### config.mk
export PLATFORM = sky130hd
export DESIGN_NAME = vend_dispense
export DESIGN_NICKNAME = d
export VERILOG_FILES = /design/src/rtl/vend_pkg.sv /design/src/rtl/vend_dispense_sync_rise.sv /design/src/rtl/vend_dispense.sv
export SDC_FILE = /design/constraint.sdc
export NUM_CORES = 1
export LEC_CHECK = 0
export ABC_CLOCK_PERIOD_IN_PS = 3300
export CAP_MARGIN = 40
export CORE_MARGIN = 2
export CORE_UTILIZATION = 40
export DETAILED_ROUTE_END_ITERATION = 6
export GPL_TIMING_DRIVEN = 0
export PLACE_DENSITY = 0.56
export SYNTH_ARGS = -nofsm -noshare
export SYNTH_HDL_FRONTEND = slang
export SYNTH_SLANG_ARGS = --single-unit
### constraint.sdc
create_clock -name clk -period 3.3 [get_ports clk]
set_input_delay 0.66 -clock clk [delete_from_list [all_inputs] [get_ports clk]]
set_output_delay 0.66 -clock clk [all_outputs]
set_load 0.01 [all_outputs]
### src/rtl/vend_pkg.sv
// vend_pkg: shared definitions for the vend dispense actuator driver.
//   - vend result code constants from the coin-counting FSM
//   - dispense FSM state enum
//   - max_of3 helper used to size the shared down-counter
package vend_pkg;

  localparam logic [1:0] CODE_NONE     = 2'b00;
  localparam logic [1:0] CODE_VEND     = 2'b01;
  localparam logic [1:0] CODE_VEND_CHG = 2'b10;
  localparam logic [1:0] CODE_REFUND   = 2'b11;

  typedef enum logic [2:0] {
    ST_IDLE,
    ST_VEND_ON,
    ST_VEND_GAP,
    ST_COIN_ON,
    ST_COIN_WAIT,
    ST_DONE,
    ST_FAULT
  } state_e;

  function automatic int unsigned max_of3(input int unsigned a,
                                          input int unsigned b,
                                          input int unsigned c);
    int unsigned m;
    m = a;
    if (b > m) m = b;
    if (c > m) m = c;
    return m;
  endfunction

endpackage

### src/rtl/vend_dispense_sync_rise.sv
// sync_rise: two-flop synchronizer for an asynchronous level input plus a
// registered rising-edge detector. Reusable on the key input path.
// Ports:
//   clk    in  system clock
//   rst    in  synchronous active-high reset, clears all flops to 0
//   d_i    in  raw asynchronous level
//   rise_o out one-cycle pulse per rising edge of d_i
module sync_rise (
  input  logic clk,
  input  logic rst,
  input  logic d_i,
  output logic rise_o
);

  logic s1_q, s2_q, rise_q;

  // The edge is taken between the two synchronizer stages, so a raw sample
  // captured at edge E appears on rise_o after E+1 and is consumed at E+2.
  always_ff @(posedge clk) begin
    if (rst) begin
      s1_q   <= 1'b0;
      s2_q   <= 1'b0;
      rise_q <= 1'b0;
    end else begin
      s1_q   <= d_i;
      s2_q   <= s1_q;
      rise_q <= s1_q & ~s2_q;
    end
  end

  assign rise_o = rise_q;

endmodule

### src/rtl/vend_dispense.sv
// vend_dispense: turns a settled vend result code into timed drive pulses
// for the product solenoid and the coin hopper, waits for the hopper's
// coin-out acknowledge and raises a sticky fault if it never arrives.
// Ports:
//   clk          in  system clock
//   rst          in  synchronous active-high reset
//   vend_valid   in  one-cycle strobe qualifying vend_code
//   vend_code    in  00 none, 01 product, 10 product + change, 11 refund
//   hopper_ack   in  raw asynchronous coin-out sensor, active high
//   motor_pulse  out product solenoid drive
//   hopper_pulse out coin hopper drive
//   busy         out high whenever not idle (including fault)
//   done         out one-cycle completion strobe
//   fault        out sticky hopper acknowledge timeout
module vend_dispense
  import vend_pkg::*;
#(
  parameter int unsigned PULSE_CYC       = 2_500_000,
  parameter int unsigned GAP_CYC         = 2_500_000,
  parameter int unsigned ACK_TIMEOUT_CYC = 25_000_000
) (
  input  logic       clk,
  input  logic       rst,
  input  logic       vend_valid,
  input  logic [1:0] vend_code,
  input  logic       hopper_ack,
  output logic       motor_pulse,
  output logic       hopper_pulse,
  output logic       busy,
  output logic       done,
  output logic       fault
);

  localparam int unsigned CNT_W =
    $clog2(max_of3(PULSE_CYC, GAP_CYC, ACK_TIMEOUT_CYC)) + 1;

  localparam logic [CNT_W-1:0] PULSE_LD = CNT_W'(PULSE_CYC - 1);
  localparam logic [CNT_W-1:0] GAP_LD   = CNT_W'(GAP_CYC - 1);
  localparam logic [CNT_W-1:0] ACK_LD   = CNT_W'(ACK_TIMEOUT_CYC - 1);
  localparam logic [CNT_W-1:0] CNT_ONE  = CNT_W'(1);

  state_e           state_q, state_d;
  logic [CNT_W-1:0] cnt_q, cnt_d;
  logic [1:0]       code_q, code_d;
  logic             ack_seen_q, ack_seen_d;
  logic             ack_rise;
  logic             motor_q, hopper_q, busy_q, done_q, fault_q;

  sync_rise u_ack_sync (
    .clk    (clk),
    .rst    (rst),
    .d_i    (hopper_ack),
    .rise_o (ack_rise)
  );

  always_comb begin
    state_d    = state_q;
    cnt_d      = cnt_q;
    code_d     = code_q;
    ack_seen_d = ack_seen_q;

    unique case (state_q)
      ST_IDLE: begin
        if (vend_valid) begin
          if (vend_code == CODE_VEND || vend_code == CODE_VEND_CHG) begin
            state_d = ST_VEND_ON;
            cnt_d   = PULSE_LD;
            code_d  = vend_code;
          end else if (vend_code == CODE_REFUND) begin
            state_d    = ST_COIN_ON;
            cnt_d      = PULSE_LD;
            code_d     = vend_code;
            ack_seen_d = 1'b0;
          end
        end
      end

      ST_VEND_ON: begin
        if (cnt_q == '0) begin
          state_d = ST_VEND_GAP;
          cnt_d   = GAP_LD;
        end else begin
          cnt_d = cnt_q - CNT_ONE;
        end
      end

      ST_VEND_GAP: begin
        if (cnt_q == '0) begin
          if (code_q == CODE_VEND_CHG) begin
            state_d    = ST_COIN_ON;
            cnt_d      = PULSE_LD;
            ack_seen_d = 1'b0;
          end else begin
            state_d = ST_DONE;
          end
        end else begin
          cnt_d = cnt_q - CNT_ONE;
        end
      end

      ST_COIN_ON: begin
        // An ack edge during the drive pulse is remembered so the wait
        // state can complete on its first cycle.
        ack_seen_d = ack_seen_q | ack_rise;
        if (cnt_q == '0) begin
          state_d = ST_COIN_WAIT;
          cnt_d   = ACK_LD;
        end else begin
          cnt_d = cnt_q - CNT_ONE;
        end
      end

      ST_COIN_WAIT: begin
        if (ack_seen_q || ack_rise) begin
          state_d = ST_DONE;
        end else if (cnt_q == '0) begin
          state_d = ST_FAULT;
        end else begin
          cnt_d = cnt_q - CNT_ONE;
        end
      end

      ST_DONE:  state_d = ST_IDLE;

      ST_FAULT: state_d = ST_FAULT;

      default:  state_d = ST_IDLE;
    endcase
  end

  always_ff @(posedge clk) begin
    if (rst) begin
      state_q    <= ST_IDLE;
      cnt_q      <= '0;
      code_q     <= CODE_NONE;
      ack_seen_q <= 1'b0;
      motor_q    <= 1'b0;
      hopper_q   <= 1'b0;
      busy_q     <= 1'b0;
      done_q     <= 1'b0;
      fault_q    <= 1'b0;
    end else begin
      state_q    <= state_d;
      cnt_q      <= cnt_d;
      code_q     <= code_d;
      ack_seen_q <= ack_seen_d;
      // Outputs are registered from the next state so they line up with
      // the state they describe.
      motor_q    <= (state_d == ST_VEND_ON);
      hopper_q   <= (state_d == ST_COIN_ON);
      busy_q     <= (state_d != ST_IDLE);
      done_q     <= (state_d == ST_DONE);
      fault_q    <= (state_d == ST_FAULT);
    end
  end

  assign motor_pulse  = motor_q;
  assign hopper_pulse = hopper_q;
  assign busy         = busy_q;
  assign done         = done_q;
  assign fault        = fault_q;

endmodule
* Word-level counts from Yosys, hierarchy flattened
Cells that the tools add are included. W data, S select, Z words.
Operators by class: $add $sub $neg 1, equal/unequal tests 22, mux-type cells 28, bitwise logic cells 3, reductions and logical operators 11
Operators by type and width (count):
- $mux W26 | 9
- $pmux W26 S5 | 1
- $mux W3 | 9
- $logic_not A26 Y1 | 1
- $sub A26 B1 Y26 const B | 1
- $pmux W3 S6 | 1
- $ne A2 B2 Y1 const B | 7
- $eq A3 B3 Y1 const B | 4
- $reduce_and A6 Y1 | 2
- $eq A3 B2 Y1 const B | 3
- $eq A2 B2 Y1 const B | 3
- $eq A3 B1 Y1 const B | 2
- $ne A3 B3 Y1 const B | 2
- $reduce_bool A3 Y1 | 2
- $mux W1 | 5
- $reduce_bool A5 Y1 | 1
- $mux W2 | 2
- $logic_not A3 Y1 | 1
- $pmux W1 S3 | 1
- $reduce_and A3 Y1 | 1
- $eq A2 B1 Y1 const B | 1
- $logic_or A1 B1 Y1 | 2
- $reduce_bool A2 Y1 | 1
- $and A1 B1 Y1 | 1
- 2 further kinds | 2
Storage, ports and cells: register bits 40, input port bits 6, output and inout bits 5, word-level logic and storage cells 77

* Logic depth before layout (Yosys ltp)
Gate-level depths: netlist of run 1.
word-level depth 6, depth in mapped cells 9, depth with buffers taken out 9

* By module
A second synthesis of run 1 with hierarchy kept.
Unflattened totals: cells, all modules 317, area total of the unflattened synthesis 2605.0 um2
Modules (own cells, without submodules):
- vend_dispense | instances 1, cells an instance 311, area an instance 2519.9 um2, seq. area each 740.7 um2
- sync_rise | instances 1, cells an instance 6, area an instance 85.1 um2, seq. area each 60.1 um2

* Least setup slack after synthesis of run 1
OpenSTA, ideal clock, no wires.
kind flip-flop to flip-flop, start point register cnt_q[8], end point register cnt_q[24], library setup time 0.114 ns, arrival 1.924 ns, data required time 3.186 ns, slack 1.262 ns, stages on the path, launching flop included 8, path buffers 1, period minus slack after synthesis 2.038 ns, cell sequence dfxtp_1 > or4_4 > nor4_4 > a21boi_2 > o21ai_2 > buf_6 > o22ai_1 > a21o_1
On the way: cells in the longest elaborated chain, start to end 4, elaborated cells on any way between the ends 11, classes of those cells add/sub (1); eq/ne (2); mux (6); reduce/logical (2)
Ends and longest elaborated chain:
- start, declared | line vend_dispense.sv:43 | logic [CNT_W-1:0] cnt_q, cnt_d;
- start signal, assigned | line vend_dispense.sv:144 | cnt_q <= cnt_d;
- $sub A26 B1 Y26
- $mux W26 | line vend_dispense.sv:116 | end else if (cnt_q == '0) begin
- $mux W26 | line vend_dispense.sv:114 | if (ack_seen_q || ack_rise) begin
- $pmux W26 S5 | line vend_dispense.sv:62 | unique case (state_q)
Several ways; a longest one is shown, not always the timed one. The select of a mux whose other input is x is not followed. A chain may end at the register's enable or synchronous reset.

* Final worst setup path of run 1
start point input port vend_code[0], end point register cnt_q[21]
On the way: cells in the longest elaborated chain, start to end 5, elaborated cells on any way between the ends 9, classes of those cells eq/ne (4); mux (3); reduce/logical (2)
Ends and longest elaborated chain:
- start, declared | line vend_dispense.sv:25 | input logic [1:0] vend_code,
- $eq A2 B1 Y1 / $eq A2 B2 Y1 (equally long branches) | line vend_dispense.sv:65 | if (vend_code == CODE_VEND || vend_code == CODE_VEND_CHG) begin
- $logic_or A1 B1 Y1 | line vend_dispense.sv:65
- $mux W26 | line vend_dispense.sv:65
- $mux W26 | line vend_dispense.sv:64 | if (vend_valid) begin
- $pmux W26 S5 | line vend_dispense.sv:62
Several ways; a longest one is shown, not always the timed one. The select of a mux whose other input is x is not followed.

==> impl_results.md, run 1 <==
- Pin count of the biggest net entering global routing: 11
- Area grow syn2layout: 11.1%
- All-layer global routing usage: between 20% and 30%
- Worst min-delay path class: register to register
- Slew at the pin closest to its max-slew limit: 653 ps
- Cell at the root of the clock tree: sky130_fd_sc_hd__clkbuf_8
- Maximum frequency from static timing analysis: around 380 MHz
- Area of the die: approximately 6600 sq um
- Iteration count of the initial detailed-routing pass: 4
- Top cells by area, synth: sky130_fd_sc_hd__dfxtp_1 34%, sky130_fd_sc_hd__nor2_1 6.0%, sky130_fd_sc_hd__a21oi_1 4.6%, sky130_fd_sc_hd__nor3_1 2.3%, sky130_fd_sc_hd__o21ai_0 2.3%
- Clock share of power: roughly 24%
- H-tree Lvls: 2
- Total of warnings raised by yosys: 0
- Power density over cell area: 473 nW/um^2
- Commonest cells in the synthesized netlist: 40 x sky130_fd_sc_hd__dfxtp_1, 38 x sky130_fd_sc_hd__nor2_1, 22 x sky130_fd_sc_hd__a21oi_1
- Period utilization: roughly 80%
- Routed vias: 2,338
- Primary FF master, synth: sky130_fd_sc_hd__dfxtp_1
- Initial standard-cell utilization of the core: 40.7%
- Avg Inst Size Synth: 8.08 sq um
- Tmin final: around 2600 ps
- Synth unique cells: between 60 and 70
- Number of global-route vias before repair: about 2,200
- Share of flip-flops with an asynchronous set or reset: 0%
- Cell-by-cell listing of the critical path: clkdlybuf4s50_1 -> inv_1 -> ha_1 -> nand2b_1 -> a21oi_1 -> a21oi_1 -> a21oi_2 -> buf_2 -> nor2_1 -> nor4_1
- DRC viols: 0
- Internal power contribution: approximately 800 uW
- Layout cell share with drive strength beyond 1: 10.4%
- Total congestion overflow after global routing: 0
- Number of buffers inserted by hold repair at cts: 0
- Endpoints failing hold: 0
- Crit Path Category: primary input to register
- Overall power after layout: between 1000 and 1500 uW
- Post-route core utilization: 45.2%
- Required time of the worst setup path: 3510 ps
- Largest clock skew in the final design: 4.11 ps
- Final-layout fill cell count: about 620
- Critical path peak fanout: 10
- Number of input and output port buffers inserted: 10
- Sequential element share of the synthesized area: approximately a third
- Wire length per cell after detailed routing: ~17 um
- Final Net Count: 320
- TNS Setup: 0 ps
- Max-slew headroom: between 50% and 60%
- Post-Syn Nets: 303
- Launching element type of the critical path: primary input
- Width of the die: roughly 81 um
- Core area: a little under 6000 sq um
- Diode insertion count for antenna repair: 0
- Cell seen most often among critical-path stages: sky130_fd_sc_hd__a21oi_1
- Critical Path Max Stage Delay: 500 ps
- Synth Cell Area: about 2400 sq um
- Chip Height: 81.0 um
- Category of the worst setup path capture point: register
- Max capacitance violation total: 0
- Slowest cell on crit path: sky130_fd_sc_hd__clkdlybuf4s50_1
- Skew-Pair Late Insertion Delay: about 300 ps
- Clk sinks: 40
- Cell taking the most area after synthesis: sky130_fd_sc_hd__dfxtp_1
- Cells after Synth: 293
- Largest register FFs: 26
- Switching power share of the total: between 30% and 40%
- Max-slew violation count: 0
- Total detailed-routing wirelength: between 6000 and 7000 um
- Number of endpoints failing setup at the final stage: 0
- Clock buffer count from CTS: 5
- Antenna Violating Nets Remaining: 0
- Maximum clock path buffer count: 2
- RSZ-0062 raised after global routing: no
- Total of flip-flops plus latches after synthesis: 40
- Largest registers ranked by flip-flop count: cnt_q: 26 flops, state_q: 3 flops, code_q: 2 flops
- Number of synthesized flops with an enable pin: 0
- Setup Buffers After CTS: 0
- Worst IR Drop VDD: about 0.20 mV
- Area share of the largest cell type after synthesis: about 34%
- CTS tree: yes
- Data arrival, critical path: around 2800 ps
- Result of the run: finished clean
- DP Wirelength: roughly 4800 um
- Sw power: 449 uW
- RePlAce Congestion: ~0.87
- I/O pin count: 11
- Static leakage: between 0.0009 and 0.001 uW
- Clock transition at path regs: about 70 ps
- Number of DRC markers after the initial detailed-route iteration: about 190
- Post-cts resize count: 0
- Average vias per placed instance: 6.10
- Proportion of power drawn by flip-flops and latches: around 45%
- Number of core rows: 28
- Global-route wire length before repair: 10,800 um
- Top-count cell post-synth: sky130_fd_sc_hd__dfxtp_1
- Biggest register: cnt_q
- Combinational Power Share: between 30 and 40%
- Antenna violations before repair: 0
[cells in the final DEF (no fill, tap or decap), types with 6 or more instances in the layout]
cell type / n
sky130_fd_sc_hd__o21ai_1: 6
sky130_fd_sc_hd__clkbuf_1: 8
sky130_fd_sc_hd__nand2b_1: 6
sky130_fd_sc_hd__dfxtp_1: 40
sky130_fd_sc_hd__nand2_1: 14
sky130_fd_sc_hd__a31oi_1: 7
sky130_fd_sc_hd__nor2_1: 38
sky130_fd_sc_hd__nand4_1: 8
sky130_fd_sc_hd__o22ai_1: 7
sky130_fd_sc_hd__nand3_1: 6
sky130_fd_sc_hd__o21ai_0: 11
sky130_fd_sc_hd__clkdlybuf4s50_1: 10
sky130_fd_sc_hd__or3_1: 6
sky130_fd_sc_hd__inv_1: 11
sky130_fd_sc_hd__nor3_1: 11
sky130_fd_sc_hd__a21oi_1: 22
[power groups by stage]
stage,Sequential [uW],Clock [uW],Combinational (uW)
floorplan,560,0,287
global placement,567,0,380
detailed placement,567,0,381
CTS,556,313,383
global route,563,334,426
finish,557,304,384
[worst max-delay path, delay by kind of cell]
kind / cells / cell delay, ps
buffers and inverters: 3 / 890
and+or+nand+nor: 3 / 470
AOI/OAI and AO/OA: 3 / 620
adders and majority gates: 1 / 180
[path summary, 6_finish.rpt]
check,from,endpoint,slack (ps),cells past startpoint
worst min-delay path,u_ack_sync.s2_q$_SDFF_PP0_,u_ack_sync.rise_o$_SDFF_PP0_,390,1
worst max-delay path,vend_code[0],cnt_q[21]$_SDFFE_PP0P_,680,10
worst max register to register,state_q[1]$_SDFF_PP0_,cnt_q[16]$_SDFFE_PP0P_,840,6
worst min register to register,u_ack_sync.s2_q$_SDFF_PP0_,u_ack_sync.rise_o$_SDFF_PP0_,390,1
[kinds of logic (layout without fill, tap and decap cells)]
| kind of cell | Yosys count | in the layout | share of synthesized area (%) |
|---|---|---|---|
| flops | 40 | 40 | 33.8 |
| mux | 3 | 3 | 1.27 |
| simple gates | 121 | 121 | 28.6 |
| fa+ha+maj | 4 | 4 | 2.11 |
| xor+xnor | 1 | 1 | 0.370 |
| buf+inv | 25 | 40 | 4.54 |
| compound gates | 99 | 99 | 29.3 |
[cell type report]
| type | count | area, sq um | area share [%] |
|---|---|---|---|
| sequential | 40 | 801 | 30.4 |
| timing repair buffer | 10 | 100 | 3.80 |
| multi-input combinational | 228 | 1460 | 55.5 |
| buffer | 14 | 66.3 | 2.52 |
| clock buffer | 5 | 68.8 | 2.62 |
| tap | 75 | 93.8 | 3.57 |
| inverter | 11 | 41.3 | 1.57 |
[per-stage QoR]
step	setup slack, ps	cells	hold slack (ps)	cell area [sq um]
2_1_floorplan	1260	293	367	2370
3_3_place_gp	350	378	372	2560
3_5_place_dp	364	378	376	2560
4_1_cts	670	383	394	2630
5_1_grt	574	383	398	2630
6_report	678	383	385	2630
[per-layer routing]
metal	vias to the layer above	part of all wire, %	track usage, %
li1	1145	-	-
met1	1112	46	29.0
met2	74	47	35.9
met3	7	5.6	4.00
met4	0	1.5	6.44
met5	-	0	0
Power figures use the tool's default switching activity.
==> run 2, diff against run 1 <==
--- a/config.mk
+++ b/config.mk
@@ -5,7 +5,7 @@
 export SDC_FILE = /design/constraint.sdc
 export NUM_CORES = 1
 export LEC_CHECK = 0
-export ABC_CLOCK_PERIOD_IN_PS = 3300
+export ABC_CLOCK_PERIOD_IN_PS = 2500
 export CAP_MARGIN = 40
 export CORE_MARGIN = 2
 export CORE_UTILIZATION = 40
==> constraint.sdc (replaced) <==
create_clock -name clk -period 2.5 [get_ports clk]
set_input_delay 0.5 -clock clk [delete_from_list [all_inputs] [get_ports clk]]
set_output_delay 0.5 -clock clk [all_outputs]
set_load 0.01 [all_outputs]
==> run 2 against run 1 <==
Global-route usage did not move. Worst setup slack got worse by 550 ps. Critical path depth did not move. Clock skew barely moved. Via count rose by 1.6%. Count of clock-buffer cells in the layout did not move. Power rose by 34%.
==> impl_results.md, run 2 (synthesis gave the netlist of run 1 again) <==
- Largest registers ranked by flip-flop count: cnt_q: 26 flops, state_q: 3 flops, code_q: 2 flops
- Antenna Violating Nets Remaining: 0 (unchanged)
- Area of the die: 6550 sq um (unchanged)
- Worst R2R Start: cnt_q[13]$_SDFFE_PP0P_
- RSZ-0062 raised after global routing: no
- Initial standard-cell utilization of the core: 40.7% (unchanged)
- Crit Path Category: primary input to register
- Hold Crit Endpoint: u_ack_sync.rise_o$_SDFF_PP0_
- Critical path peak fanout: 10 (unchanged)
- Worst setup slack for register-to-register paths: 130 ps (-710 ps)
- Chip Height: 81.0 um (unchanged)
- Power density over cell area: 618 nW/um^2 (+31%)
- Pin count of the biggest net entering global routing: 11 (unchanged)
- Launching element type of the critical path: primary input
- Critical R2R Capture: cnt_q[12]$_SDFFE_PP0P_
- Number of global-route vias before repair: 2,154 (unchanged)
- Maximum frequency from static timing analysis: 422 MHz
- Max-slew headroom: 55.2% (-1.1 points)
- Number of endpoints failing setup at the final stage: 0 (unchanged)
- Period utilization: a little over nine tenths
- Category of the worst setup path capture point: register
- Skew-Pair Late Insertion Delay: 290 ps (about the same)
- Static leakage: 0.000988 uW (+3.4%)
- Maximum clock path buffer count: 2 (unchanged)
- Clock transition at path regs: 70 ps (about the same)
- Clk sinks: 40 (unchanged)
- Post-route core utilization: 46.5% (+1.2 points)
- Final Net Count: 325 (+1.6%)
- Worst-case setup slack after placement: -276 ps (-640 ps)
- DP Wirelength: 4780 um (unchanged)
- Core area: 5820 sq um (unchanged)
- Largest register FFs: 26 (unchanged)
- Layout cell share with drive strength beyond 1: 12.8% (+2.4 points)
- Routed vias: 2,375 (+1.6%)
- Endpoints failing hold: 0 (unchanged)
- H-tree Lvls: 2 (unchanged)
- Antenna violations before repair: 0 (unchanged)
- Max-slew violation count: 0 (unchanged)
- Required time of the worst setup path: 2710 ps (-800 ps)
- Leading cell type in the layout, fill and taps excluded: sky130_fd_sc_hd__dfxtp_1
- Iteration count of the initial detailed-routing pass: 5 (+1)
- CTS tree: yes
- Area grow syn2layout: 14.1%
- Overall power after layout: 1670 uW (+34%)
- Biggest register: cnt_q
- Number of buffers inserted by hold repair at cts: 0 (unchanged)
- Largest clock skew in the final design: 3.86 ps (-0.244 ps)
- Leading cell types in the layout, fill and taps excluded: 40 x sky130_fd_sc_hd__dfxtp_1, 37 x sky130_fd_sc_hd__nor2_1, 22 x sky130_fd_sc_hd__a21oi_1
- Total congestion overflow after global routing: 0 (unchanged)
- Final WS setup: 130 ps (-548 ps)
- Data arrival, critical path: 2580 ps (-250 ps)
- Number of input and output port buffers inserted: 10 (unchanged)
- Cell at the root of the clock tree: sky130_fd_sc_hd__clkbuf_8
- TNS Setup: 0 ps (unchanged)
- Global-route wire length before repair: 10,800 um (unchanged)
- Average vias per placed instance: 6.12 (+0.27%)
- Number of DRC markers after the initial detailed-route iteration: 190 (+0.53%)
- DRC viols: 0 (unchanged)
- DP Cell Count: 378 (unchanged)
- Number of core rows: 28 (unchanged)
- Worst min-delay path class: register to register
- Tmin final: roughly 2400 ps
- Hold Crit Start: u_ack_sync.s2_q$_SDFF_PP0_
- RePlAce Congestion: 0.875 (unchanged)
- Worst IR Drop VDD: 0.258 mV (+30%)
- Clock buffer count from CTS: 5 (unchanged)
- Total detailed-routing wirelength: 6720 um (+1.6%)
- Instance count along the most critical hold path: 1 (unchanged)
- Width of the die: 81.0 um (unchanged)
- Max capacitance violation total: 0 (unchanged)
- Slew at the pin closest to its max-slew limit: 672 ps (+19.4 ps)
- I/O pin count: 11 (unchanged)
- Wire length per cell after detailed routing: 17.3 um (+0.28%)
- Depth of the worst register-to-register path: 8 (+2)
- All-layer global routing usage: 21.8% (unchanged)
- Diode insertion count for antenna repair: 0 (unchanged)
- Number of standard cells in the final layout excluding fillers: 388 (+1.3%)
- Result of the run: finished clean
## run 2: cell types whose count changed in the layout (fill, tap and decap cells not counted)
cell,change
sky130_fd_sc_hd__a21o_1,-1
sky130_fd_sc_hd__a21o_2,+1
sky130_fd_sc_hd__a21oi_2,-1
sky130_fd_sc_hd__a21oi_4,+1
sky130_fd_sc_hd__buf_4,+5
sky130_fd_sc_hd__nor2_1,-1
sky130_fd_sc_hd__nor2_2,+1
sky130_fd_sc_hd__nor4_2,-1
sky130_fd_sc_hd__nor4_4,+1
sky130_fd_sc_hd__nor4b_1,-1
sky130_fd_sc_hd__nor4b_2,+1
sky130_fd_sc_hd__o21ai_2,-1
sky130_fd_sc_hd__o21ai_4,+1
## run 2: timing repair
item,in CTS,in global routing
buffers inserted,0,5
gates resized for setup,0,6
endpoints found under the setup margin,0,17
## run 2: worst max path at each step
| stage | slack, ps | start | endpoint | cells past startpoint |
|---|---|---|---|---|
| global placement | -290 | vend_code[0] | cnt_q[21]$_SDFFE_PP0P_ | 10 |
| finish | 130 | vend_code[0] | cnt_q[21]$_SDFFE_PP0P_ | 10 |
| floorplan | 460 | cnt_q[8]$_SDFFE_PP0P_ | cnt_q[24]$_SDFFE_PP0P_ | 7 |
| detailed placement | -280 | vend_code[0] | cnt_q[21]$_SDFFE_PP0P_ | 10 |
| global route | 3 | cnt_q[0]$_SDFFE_PP0P_ | cnt_q[12]$_SDFFE_PP0P_ | 8 |
| CTS | 30 | vend_code[0] | cnt_q[21]$_SDFFE_PP0P_ | 10 |
## run 2: where the power goes
group | total [uW] | switching, uW | leakage [uW] | internal, uW
Clock | 403 | 222 | 0.0000359 | 180
Sequential | 737 | 53.3 | 0.000327 | 684
Combinational | 530 | 328 | 0.000625 | 202
Total | 1670 | 603 | 0.000988 | 1070
## run 2: per-stage QoR
stage | hold slack, ps | cell area (sq um)
5_1_grt | 399 | 2700
4_1_cts | 394 | 2630
2_1_floorplan | 367 | 2370
3_3_place_gp | 372 | 2560
3_5_place_dp | 376 | 2560
6_report | 386 | 2700
## run 2: per-layer routing
metal / share of wire, % / global-route usage [%]
met5: 0 / 0
met1: 47 / 29.0
met3: 4.8 / 4.00
met4: 1.7 / 6.44
met2: 47 / 35.9
## run 2: area by class of cell
| class | count | area, sq um |
|---|---|---|
| clock buffers | 5 | 68.8 |
| well taps | 75 | 93.8 |
| fillers | 613 | 3110 |
| repair buffers | 15 | 138 |
| flip-flops and latches | 40 | 801 |
| inverters | 11 | 41.3 |
| multi-input cells | 228 | 1490 |
| plain buffers | 14 | 66.3 |
## run 2: worst max-delay path, stage by stage
cell and delay [ps]:
sky130_fd_sc_hd__clkdlybuf4s50_1 500, sky130_fd_sc_hd__inv_1 50, sky130_fd_sc_hd__ha_1 180, sky130_fd_sc_hd__nand2b_1 180, sky130_fd_sc_hd__a21oi_1 160, sky130_fd_sc_hd__a21oi_1 110
sky130_fd_sc_hd__a21oi_4 280, sky130_fd_sc_hd__buf_2 320, sky130_fd_sc_hd__nor2_1 70, sky130_fd_sc_hd__nor4_1 200
==> run 3, diff against run 2 <==
--- a/config.mk
+++ b/config.mk
@@ -7,11 +7,13 @@
 export LEC_CHECK = 0
 export ABC_CLOCK_PERIOD_IN_PS = 2500
 export CAP_MARGIN = 40
+export CELL_PAD_IN_SITES_DETAIL_PLACEMENT = 0
+export CELL_PAD_IN_SITES_GLOBAL_PLACEMENT = 1
 export CORE_MARGIN = 2
 export CORE_UTILIZATION = 40
 export DETAILED_ROUTE_END_ITERATION = 6
 export GPL_TIMING_DRIVEN = 0
-export PLACE_DENSITY = 0.56
+export PLACE_DENSITY = 0.7
 export SYNTH_ARGS = -nofsm -noshare
 export SYNTH_HDL_FRONTEND = slang
 export SYNTH_SLANG_ARGS = --single-unit
==> run 3 against run 2 <==
Final cell count up 0.77%. Flip-flop and latch count unchanged. Sequential share of layout area down 0.20 points. Sequential power about the same. First-iteration DRC count up 0.53%. Combinational power up 0.8%. Via count down 1.4%. Count of clock-buffer cells in the layout up 3. Non-clock buffer count unchanged. Global-route usage up 1.2 points. Largest power group unchanged.
==> impl_results.md, run 3 (synthesis gave the netlist of run 1 again) <==
- Result of the run: finished clean
- DP Wirelength: 4980 um (+4.2%)
- Worst min-delay path class: register to register
- Period utilization: 93.6% (-1.2 points)
- Biggest register: cnt_q
- Number of DRC markers after the initial detailed-route iteration: 191 (+0.53%)
- Antenna violations before repair: 0 (unchanged)
- Clock transition at path regs: 80 ps (about the same)
- Critical Path Max Stage Delay: 480 ps (-20 ps)
- Category of the worst setup path capture point: register
- Cell-by-cell listing of the critical path: buf_2 -> nor4_2 -> nand4_1 -> nor3_4 -> buf_12 -> a21oi_4 -> clkbuf_4 -> o22ai_1 -> o2bb2ai_1
- Global-route wire length before repair: 11,500 um (+5.9%)
- Maximum clock path buffer count: 2 (unchanged)
- I/O pin count: 11 (unchanged)
- Crit Path Category: register to register
- DP Area: 2560 sq um (unchanged)
- All-layer global routing usage: 23.0% (+1.2 points)
- Chip Height: 81.0 um (unchanged)
- Core area: 5820 sq um (unchanged)
- Family of cells with the greatest summed delay on the critical path: simple AND/OR/NAND/NOR gates
- Max capacitance violation total: 0 (unchanged)
- Area grow syn2layout: 14.9%
- Tmin final: 2340 ps (-30.9 ps)
- Total congestion overflow after global routing: 0 (unchanged)
- Power density over cell area: 635 nW/um^2 (+2.8%)
- DRC viols: 0 (unchanged)
- Total detailed-routing wirelength: 6960 um (+3.4%)
- Post-route core utilization: 46.8% (+0.32 points)
- Clock buffer count from CTS: 5 (unchanged)
- Launching element type of the critical path: register
- Final Net Count: 325 (unchanged)
- Pin count of the biggest net entering global routing: 12 (+1)
- Leading cell types in the layout, fill and taps excluded: 40 x sky130_fd_sc_hd__dfxtp_1, 37 x sky130_fd_sc_hd__nor2_1, 22 x sky130_fd_sc_hd__a21oi_1
- CTS tree: yes
- Skew-Pair Late Insertion Delay: 290 ps (about the same)
- Largest register FFs: 26 (unchanged)
- Wire length per cell after detailed routing: 17.8 um (+2.6%)
- Static leakage: 0.000994 uW (+0.59%)
- Worst IR Drop VDD: 0.236 mV (-8.8%)
- Initial standard-cell utilization of the core: 40.7% (unchanged)
- Max-slew violation count: 0 (unchanged)
- Number of global-route vias before repair: 2,175 (+0.97%)
- Required time of the worst setup path: 2730 ps (+20 ps)
- Max-slew headroom: 52.4% (-2.8 points)
- Final Cell Area: 2720 sq um (+0.69%)
- Endpoints failing hold: 0 (unchanged)
- RSZ-0062 raised after global routing: no
- Routed vias: 2,342 (-1.4%)
- Diode insertion count for antenna repair: 0 (unchanged)
- Maximum frequency from static timing analysis: 428 MHz (+1.3%)
- Number of standard cells in the final layout excluding fillers: 391 (+0.77%)
- DP Cell Count: 378 (unchanged)
- TNS Setup: 0 ps (unchanged)
- Area of the die: 6550 sq um (unchanged)
- RePlAce Congestion: 0.834 (-4.6%)
- Slowest cell on crit path: sky130_fd_sc_hd__nor4_2
- Slew at the pin closest to its max-slew limit: 714 ps (+42.1 ps)
- Critical path peak fanout: 10 (unchanged)
- Leading cell type in the layout, fill and taps excluded: sky130_fd_sc_hd__dfxtp_1
- Iteration count of the initial detailed-routing pass: 5 (unchanged)
- Average vias per placed instance: 5.99 (-2.1%)
- Antenna Violating Nets Remaining: 0 (unchanged)
- Width of the die: 81.0 um (unchanged)
- Largest clock skew in the final design: 4.74 ps (+0.877 ps)
- Largest registers ranked by flip-flop count: cnt_q: 26 flops, state_q: 3 flops, code_q: 2 flops
- Clk sinks: 40 (unchanged)
- H-tree Lvls: 2 (unchanged)
- Worst Path Buf+Inv: 3 (unchanged)
- Data arrival, critical path: 2570 ps (about the same)
- Number of endpoints failing setup at the final stage: 0 (unchanged)
- Layout cell share with drive strength beyond 1: 13.0% (+0.20 points)
- Number of input and output port buffers inserted: 10 (unchanged)
- Cell at the root of the clock tree: sky130_fd_sc_hd__clkbuf_8
- Number of core rows: 28 (unchanged)
-- run 3: path summary, 6_finish.rpt --
check	start	to	slack, ps	depth (start not counted)
max reg2reg	cnt_q[17]$_SDFFE_PP0P_	cnt_q[22]$_SDFFE_PP0P_	160	9
min reg2reg	u_ack_sync.s2_q$_SDFF_PP0_	u_ack_sync.rise_o$_SDFF_PP0_	380	1
min	u_ack_sync.s2_q$_SDFF_PP0_	u_ack_sync.rise_o$_SDFF_PP0_	380	1
max	cnt_q[17]$_SDFFE_PP0P_	cnt_q[22]$_SDFFE_PP0P_	160	9
-- run 3: routing by layer --
metal / GRT usage, % / wire length [um]
met1: 31.3 / 3400
met4: 7.97 / 123
met5: 0 / 0
met3: 3.67 / 268
met2: 36.9 / 3160
-- run 3: through the flow --
stage               hold slack (ps)  setup WS [ps]  power (uW)
floorplan                       367            462        1120
CTS                             382           21.8        1720
global placement                370           -375        1260
global route                    401           7.83        1830
detailed placement              371           -385        1260
finish                          383            161        1730
-- run 3: final cells by class --
type                       instances  area (sq um)
buffer                            14          68.8
clock buffer                       8          90.1
fill                             607          3090
inverter                          11          41.3
multi-input combinational        228          1480
sequential                        40           801
tap                               75          93.8
timing repair buffer              15           150
-- run 3: power by group --
part / switching, uW / internal, uW
sequential: 51.7 / 684
clock: 234 / 226
combinational: 333 / 201
-- run 3: timing repair --
| action | in CTS | in global routing |
|---|---|---|
| setup endpoints to repair | 6 | 23 |
| hold buffers | 0 | 0 |
| pin swaps | 0 | 2 |
| setup buffers | 0 | 5 |
| gates resized for setup | 1 | 4 |
==> edit 1 (flow settings as in run 2) <==
Change the parameter `GAP_CYC` from 2_500_000 to 1_250_000.
--- a/src/rtl/vend_dispense.sv
+++ b/src/rtl/vend_dispense.sv
@@ -17,5 +17,5 @@
 #(
   parameter int unsigned PULSE_CYC       = 2_500_000,
-  parameter int unsigned GAP_CYC         = 2_500_000,
+  parameter int unsigned GAP_CYC         = 1_250_000,
   parameter int unsigned ACK_TIMEOUT_CYC = 25_000_000
 ) (
Formal check against the unedited RTL: no difference found for any inputs over 10 cycles, from zero or initial values and one cycle with rst high; that may be too few to reach the edited logic, so the function may still have changed.
==> edit 1 against run 2 <==
- the run now ends with negative setup slack left
- sequential cell count is the same
- cell area is 13% higher
- worst setup slack got worse by 0.15 ns
- synthesized area grew 4.8%
- hold slack about the same
- wire length increased by 21%
- utilization increased by 4.8 points
- largest cell class unchanged
Power is not compared: it rests on default switching activity, and its combinational part moved more than twofold at a synthesized area within 25%.
==> edit 1: results (changes against run 2) <==
| Metric | Value |
|---|---|
| Worst stage delay on the critical path | `0.56 ns (+0.06 ns)` |
| Max Clock Skew | `0.0101 ns (+0.00619 ns)` |
| Weighted congestion at the end of routability-driven global placement | `0.937 (+7.2%)` |
| Most frequent cells after synthesis | `dfxtp_1, nor2_1, nand2_1, a21oi_1, o21ai_0` |
| Area inside the core boundary | `5960 um^2 (+2.4%)` |
| Final net count | `366 (+13%)` |
| Final-report setup violation count | `1 (+1)` |
| Setup ws final | `-0.0230 ns (-0.153 ns)` |
| Failing checks | `negative setup slack` |
| Post-Route WL | `8.15 mm (+21%)` |
| Worst R2R Path Depth | `6 (-2)` |
| Max stage delay cell, worst path | `or4_4` |
| Cell family with the largest share of critical-path delay | `simple AND/OR/NAND/NOR gates` |
| Total number of vias | `2672 (+13%)` |
| Transition time at the pin with the least slew margin | `0.640 ns (-0.0320 ns)` |
| Setup WS pre-CTS | `-0.739 ns (-0.463 ns)` |
| Fraction of final layout cells with drive strength greater than 1 | `17.9% (+5.1 points)` |
| Number of distinct standard cells referenced by the synthesized netlist | `58 (-6.5%)` |
| Capturing point of the worst reg2reg path | `cnt_q[13]$_SDFFE_PP0P_` |
| Overall Global Routing Usage | `25.0% (+3.3 points)` |
| Filler Cell Count | `624 (+1.8%)` |
| Reg-to-reg startpoint | `cnt_q[19]$_SDFFE_PP0P_` |
| 1st-pass router iterations | `4 (-1)` |
| DP HPWL | `5.68 mm (+19%)` |
| Max Fanout on Critical Path | `7 (-3)` |
| Starting DRC count in detailed routing | `198 (+4.2%)` |
| Run status | `finished with violations` |
| Maximum number of pins on one net before global-route repair | `12 (+1)` |
| Final-layout setup total negative slack | `-0.0230 ns (-0.0230 ns)` |
| Leading post-synthesis cells by cell area | `dfxtp_1, nor2_1, a21oi_1, o21ai_0, nand2_1` |
-- edit 1: worst max-delay path by stage --
| stage | cells past startpoint | from | to |
|---|---|---|---|
| final | 6 | cnt_q[19]$_SDFFE_PP0P_ | cnt_q[13]$_SDFFE_PP0P_ |
| after detailed placement | 10 | vend_code[0] | cnt_q[17]$_SDFFE_PP0P_ |
| after global placement | 10 | vend_code[0] | cnt_q[17]$_SDFFE_PP0P_ |
| after floorplan | 6 | cnt_q[18]$_SDFFE_PP0P_ | cnt_q[15]$_SDFFE_PP0P_ |
| after global routing | 6 | cnt_q[19]$_SDFFE_PP0P_ | cnt_q[13]$_SDFFE_PP0P_ |
| after CTS | 6 | cnt_q[19]$_SDFFE_PP0P_ | cnt_q[13]$_SDFFE_PP0P_ |
-- edit 1: layout make-up --
class	instances	share of cell area, %
plain buffers	14	2.05
clock buffers	8	2.95
inverters	10	1.23
multi-input cells	259	57.0
flip-flops and latches	40	26.5
well taps	75	3.07
repair buffers	26	7.29
-- edit 1: layer usage --
layer | up-vias | share of wire (%) | track usage [%]
li1 | 1272 | - | -
met1 | 1275 | 47 | 35.7
met2 | 115 | 46 | 37.9
met3 | 10 | 6.5 | 4.46
met4 | 0 | 1.2 | 8.36
met5 | - | 0 | 0
-- edit 1: logic make-up (layout without fill, tap and decap cells) --
group / after synthesis / after routing / share of synthesized area, %
simple gates: 137 / 137 / 28.8
flops: 40 / 40 / 32.3
xor+xnor: 8 / 8 / 2.82
buf+inv: 24 / 58 / 3.63
mux: 2 / 2 / 0.807
compound gates: 108 / 108 / 29.6
fa+ha+maj: 4 / 4 / 2.02
-- edit 1: what timing repair did --
action                                  in CTS  in global routing
gates resized for setup                     24                 26
pin swaps                                   12                 14
endpoints found under the setup margin      33                 26
gates cloned                                 0                  0
setup buffers                               11                  1
-- edit 1: power by group --
group,switching [mW],internal (mW),total [mW]
Sequential,0.111,0.719,0.830
Combinational,0.652,0.435,1.09
Clock,0.227,0.225,0.453
-- edit 1: worst reg2reg max path, stage by stage (launching register included) --
cell and delay [ns]:
dfxtp_4 0.36, or4_4 0.53, or3_4 0.35, or4_4 0.56, a21oi_4 0.31, o21ai_2 0.10
a221oi_2 0.24
-- edit 1: stage by stage --
stage / instances / util [%] / cell area, um^2 / hold WS [ns]
6_report: 432 / 51.3 / 3060 / 0.386
5_1_grt: 432 / 51.3 / 3060 / 0.406
4_1_cts: 431 / 49.3 / 2940 / 0.390
3_5_place_dp: 412 / 45.3 / 2700 / 0.382
3_3_place_gp: 408 / 44.9 / 2680 / 0.372
2_1_floorplan: 323 / - / 2480 / 0.367
==> edit 2 (flow settings as in run 2) <==
Made on the original files. Reset style: asynchronous (`rst`), changed in 2 clocked blocks. Comments in the files are not updated.
--- a/src/rtl/vend_dispense_sync_rise.sv
+++ b/src/rtl/vend_dispense_sync_rise.sv
@@ -17,5 +17,5 @@
   // The edge is taken between the two synchronizer stages, so a raw sample
   // captured at edge E appears on rise_o after E+1 and is consumed at E+2.
-  always_ff @(posedge clk) begin
+  always_ff @(posedge clk or posedge rst) begin
     if (rst) begin
       s1_q   <= 1'b0;
--- a/src/rtl/vend_dispense.sv
+++ b/src/rtl/vend_dispense.sv
@@ -129,5 +129,5 @@
   end
 
-  always_ff @(posedge clk) begin
+  always_ff @(posedge clk or posedge rst) begin
     if (rst) begin
       state_q    <= ST_IDLE;
Behaviour: differs if rst is asserted again (counterexample within 4 cycles, from zero or initial values and one cycle with rst high); with rst held inactive, the same outputs for 10 cycles.
==> edit 2 against run 2 <==
- cell area is 15% higher
- cell count increased by 3.1%
- non-clock buffer count increased by 11
- synthesized area increased by 5.9%
- sequential share of layout area rose by 2.6 points
- worst setup slack got worse by 0.093 ns
- wire length rose by 7.5%
- sequential cell count did not move
Power is not compared: it rests on default switching activity, and its combinational part moved more than twofold at a synthesized area within 25%.
==> edit 2: results (changes against run 2) <==
| Metric | Value |
|---|---|
| Met2 global-route usage | `34.9% (-0.97 points)` |
| Post_cts resized | `17 (+17)` |
| Filler Cell Count | `559 (-8.8%)` |
| Most common cell in the netlist | `dfrtp_1` |
| Reg-to-reg startpoint | `cnt_q[14]$_DFFE_PP0P_` |
| Max Fanout on Critical Path | `7 (-3)` |
| Share of async-settable or async-resettable flops after synthesis | `100% (+100 points)` |
| Met3 Wirelength | `451 um (+40%)` |
| Cell area reported after detailed placement | `2740 um^2 (+6.9%)` |
| Worst-case register-to-register setup slack | `0.04 ns (-0.09 ns)` |
| Routed wl met2 | `3.27 mm (+3.8%)` |
| Weighted congestion at the end of routability-driven global placement | `0.874 (-0.10%)` |
| Starting DRC count in detailed routing | `212 (+12%)` |
| Final non-clock buffer share | `10.2% (+2.7 points)` |
| Leading post-synthesis cells by cell area | `dfrtp_1, o21ai_0, a21oi_1, nand2_1, nor3_1` |
| Category of the critical setup timing path | `reg2reg` |
| Most frequent cells after synthesis | `dfrtp_1, o21ai_0, nand2_1, a21oi_1, nor2_1` |
| Register area | `1000 um^2 (+25%)` |
| DP HPWL | `4.95 mm (+3.6%)` |
| Worst R2R Path Depth | `7 (-1)` |
| Final net count | `334 (+2.8%)` |
| Post-synthesis area per instance | `8.59 um^2 (+6.2%)` |
| Total number of vias | `2427 (+2.2%)` |
| GR Util met3 | `3.68% (-0.32 points)` |
| Multi-input gates | `226 (-0.88%)` |
| Number of distinct standard cells referenced by the synthesized netlist | `60 (-3.2%)` |
| Global routing usage on met1 | `30.6% (+1.6 points)` |
| Run status | `finished clean` |
| Capturing point of the worst reg2reg path | `cnt_q[24]$_DFFE_PP0P_` |
| Post-CTS Setup Repair Bufs | `2 (+2)` |
| Top achievable clock speed | `0.406 GHz (-3.8%)` |
| Setup WS pre-CTS | `-0.420 ns (-0.144 ns)` |
| Count of clock buffers in the final design | `6 (+1)` |
| Worst EP arrival | `2.65 ns (+0.07 ns)` |
| Non-Clock Buffer Count | `40 (+38%)` |
| Multi-input combinational area share | `49.7% (-5.6 points)` |
| Hold wc startpoint | `u_ack_sync.s1_q$_DFF_PP0_` |
| Per-cell via count in the routed design | `6.07 (-0.88%)` |
| Overall Global Routing Usage | `22.0% (+0.18 points)` |
| Main flop type after synthesis | `dfrtp_1` |
| Maximum number of pins on one net before global-route repair | `24 (+13)` |
| Wire length of the first global-routing pass | `12.3 mm (+13%)` |
[edit 2: changes by cell type in the layout (fill, tap and decap cells not counted), sizes merged, moves of 4 or more]
cell / before / now
buf: 11 / 22
nand3: 6 / 11
dfrtp: 0 / 40
o22a: 0 / 6
nand4: 8 / 1
nor2b: 5 / 9
a311oi: 7 / 1
dfxtp: 40 / 0
o21ai: 19 / 35
nand2: 15 / 24
nor2: 39 / 21
[edit 2: critical path, stage by stage (launching register included)]
cell	delay [ns]
dfrtp_1	0.39
or3_1	0.38
buf_6	0.14
or4b_4	0.59
or3_4	0.45
o22ai_2	0.10
o21ai_1	0.08
a22o_1	0.22
[edit 2: power breakdown]
group,switching [mW],internal (mW)
Clock,0.242,0.296
Combinational,0.0620,0.0661
Sequential,0.0610,0.676
Total,0.365,1.04
[edit 2: kinds of logic (layout without fill, tap and decap cells)]
group	Yosys count	in the layout	share of synthesized area, %
mux	3	3	1.25
flops	40	40	39.9
simple gates	114	114	25.2
fa+ha+maj	4	4	2.00
xor+xnor	2	2	0.699
compound gates	103	103	26.0
buf+inv	26	59	4.89
[edit 2: worst min-delay path by stage]
stage | end | slack (ns) | depth (start not counted)
6_report | u_ack_sync.s2_q$_DFF_PP0_ | 0.38 | 0
5_1_grt | u_ack_sync.s2_q$_DFF_PP0_ | 0.41 | 0
4_1_cts | u_ack_sync.s2_q$_DFF_PP0_ | 0.38 | 0
3_5_place_dp | u_ack_sync.s2_q$_DFF_PP0_ | 0.36 | 0
3_3_place_gp | u_ack_sync.s2_q$_DFF_PP0_ | 0.35 | 0
2_1_floorplan | u_ack_sync.s2_q$_DFF_PP0_ | 0.35 | 0
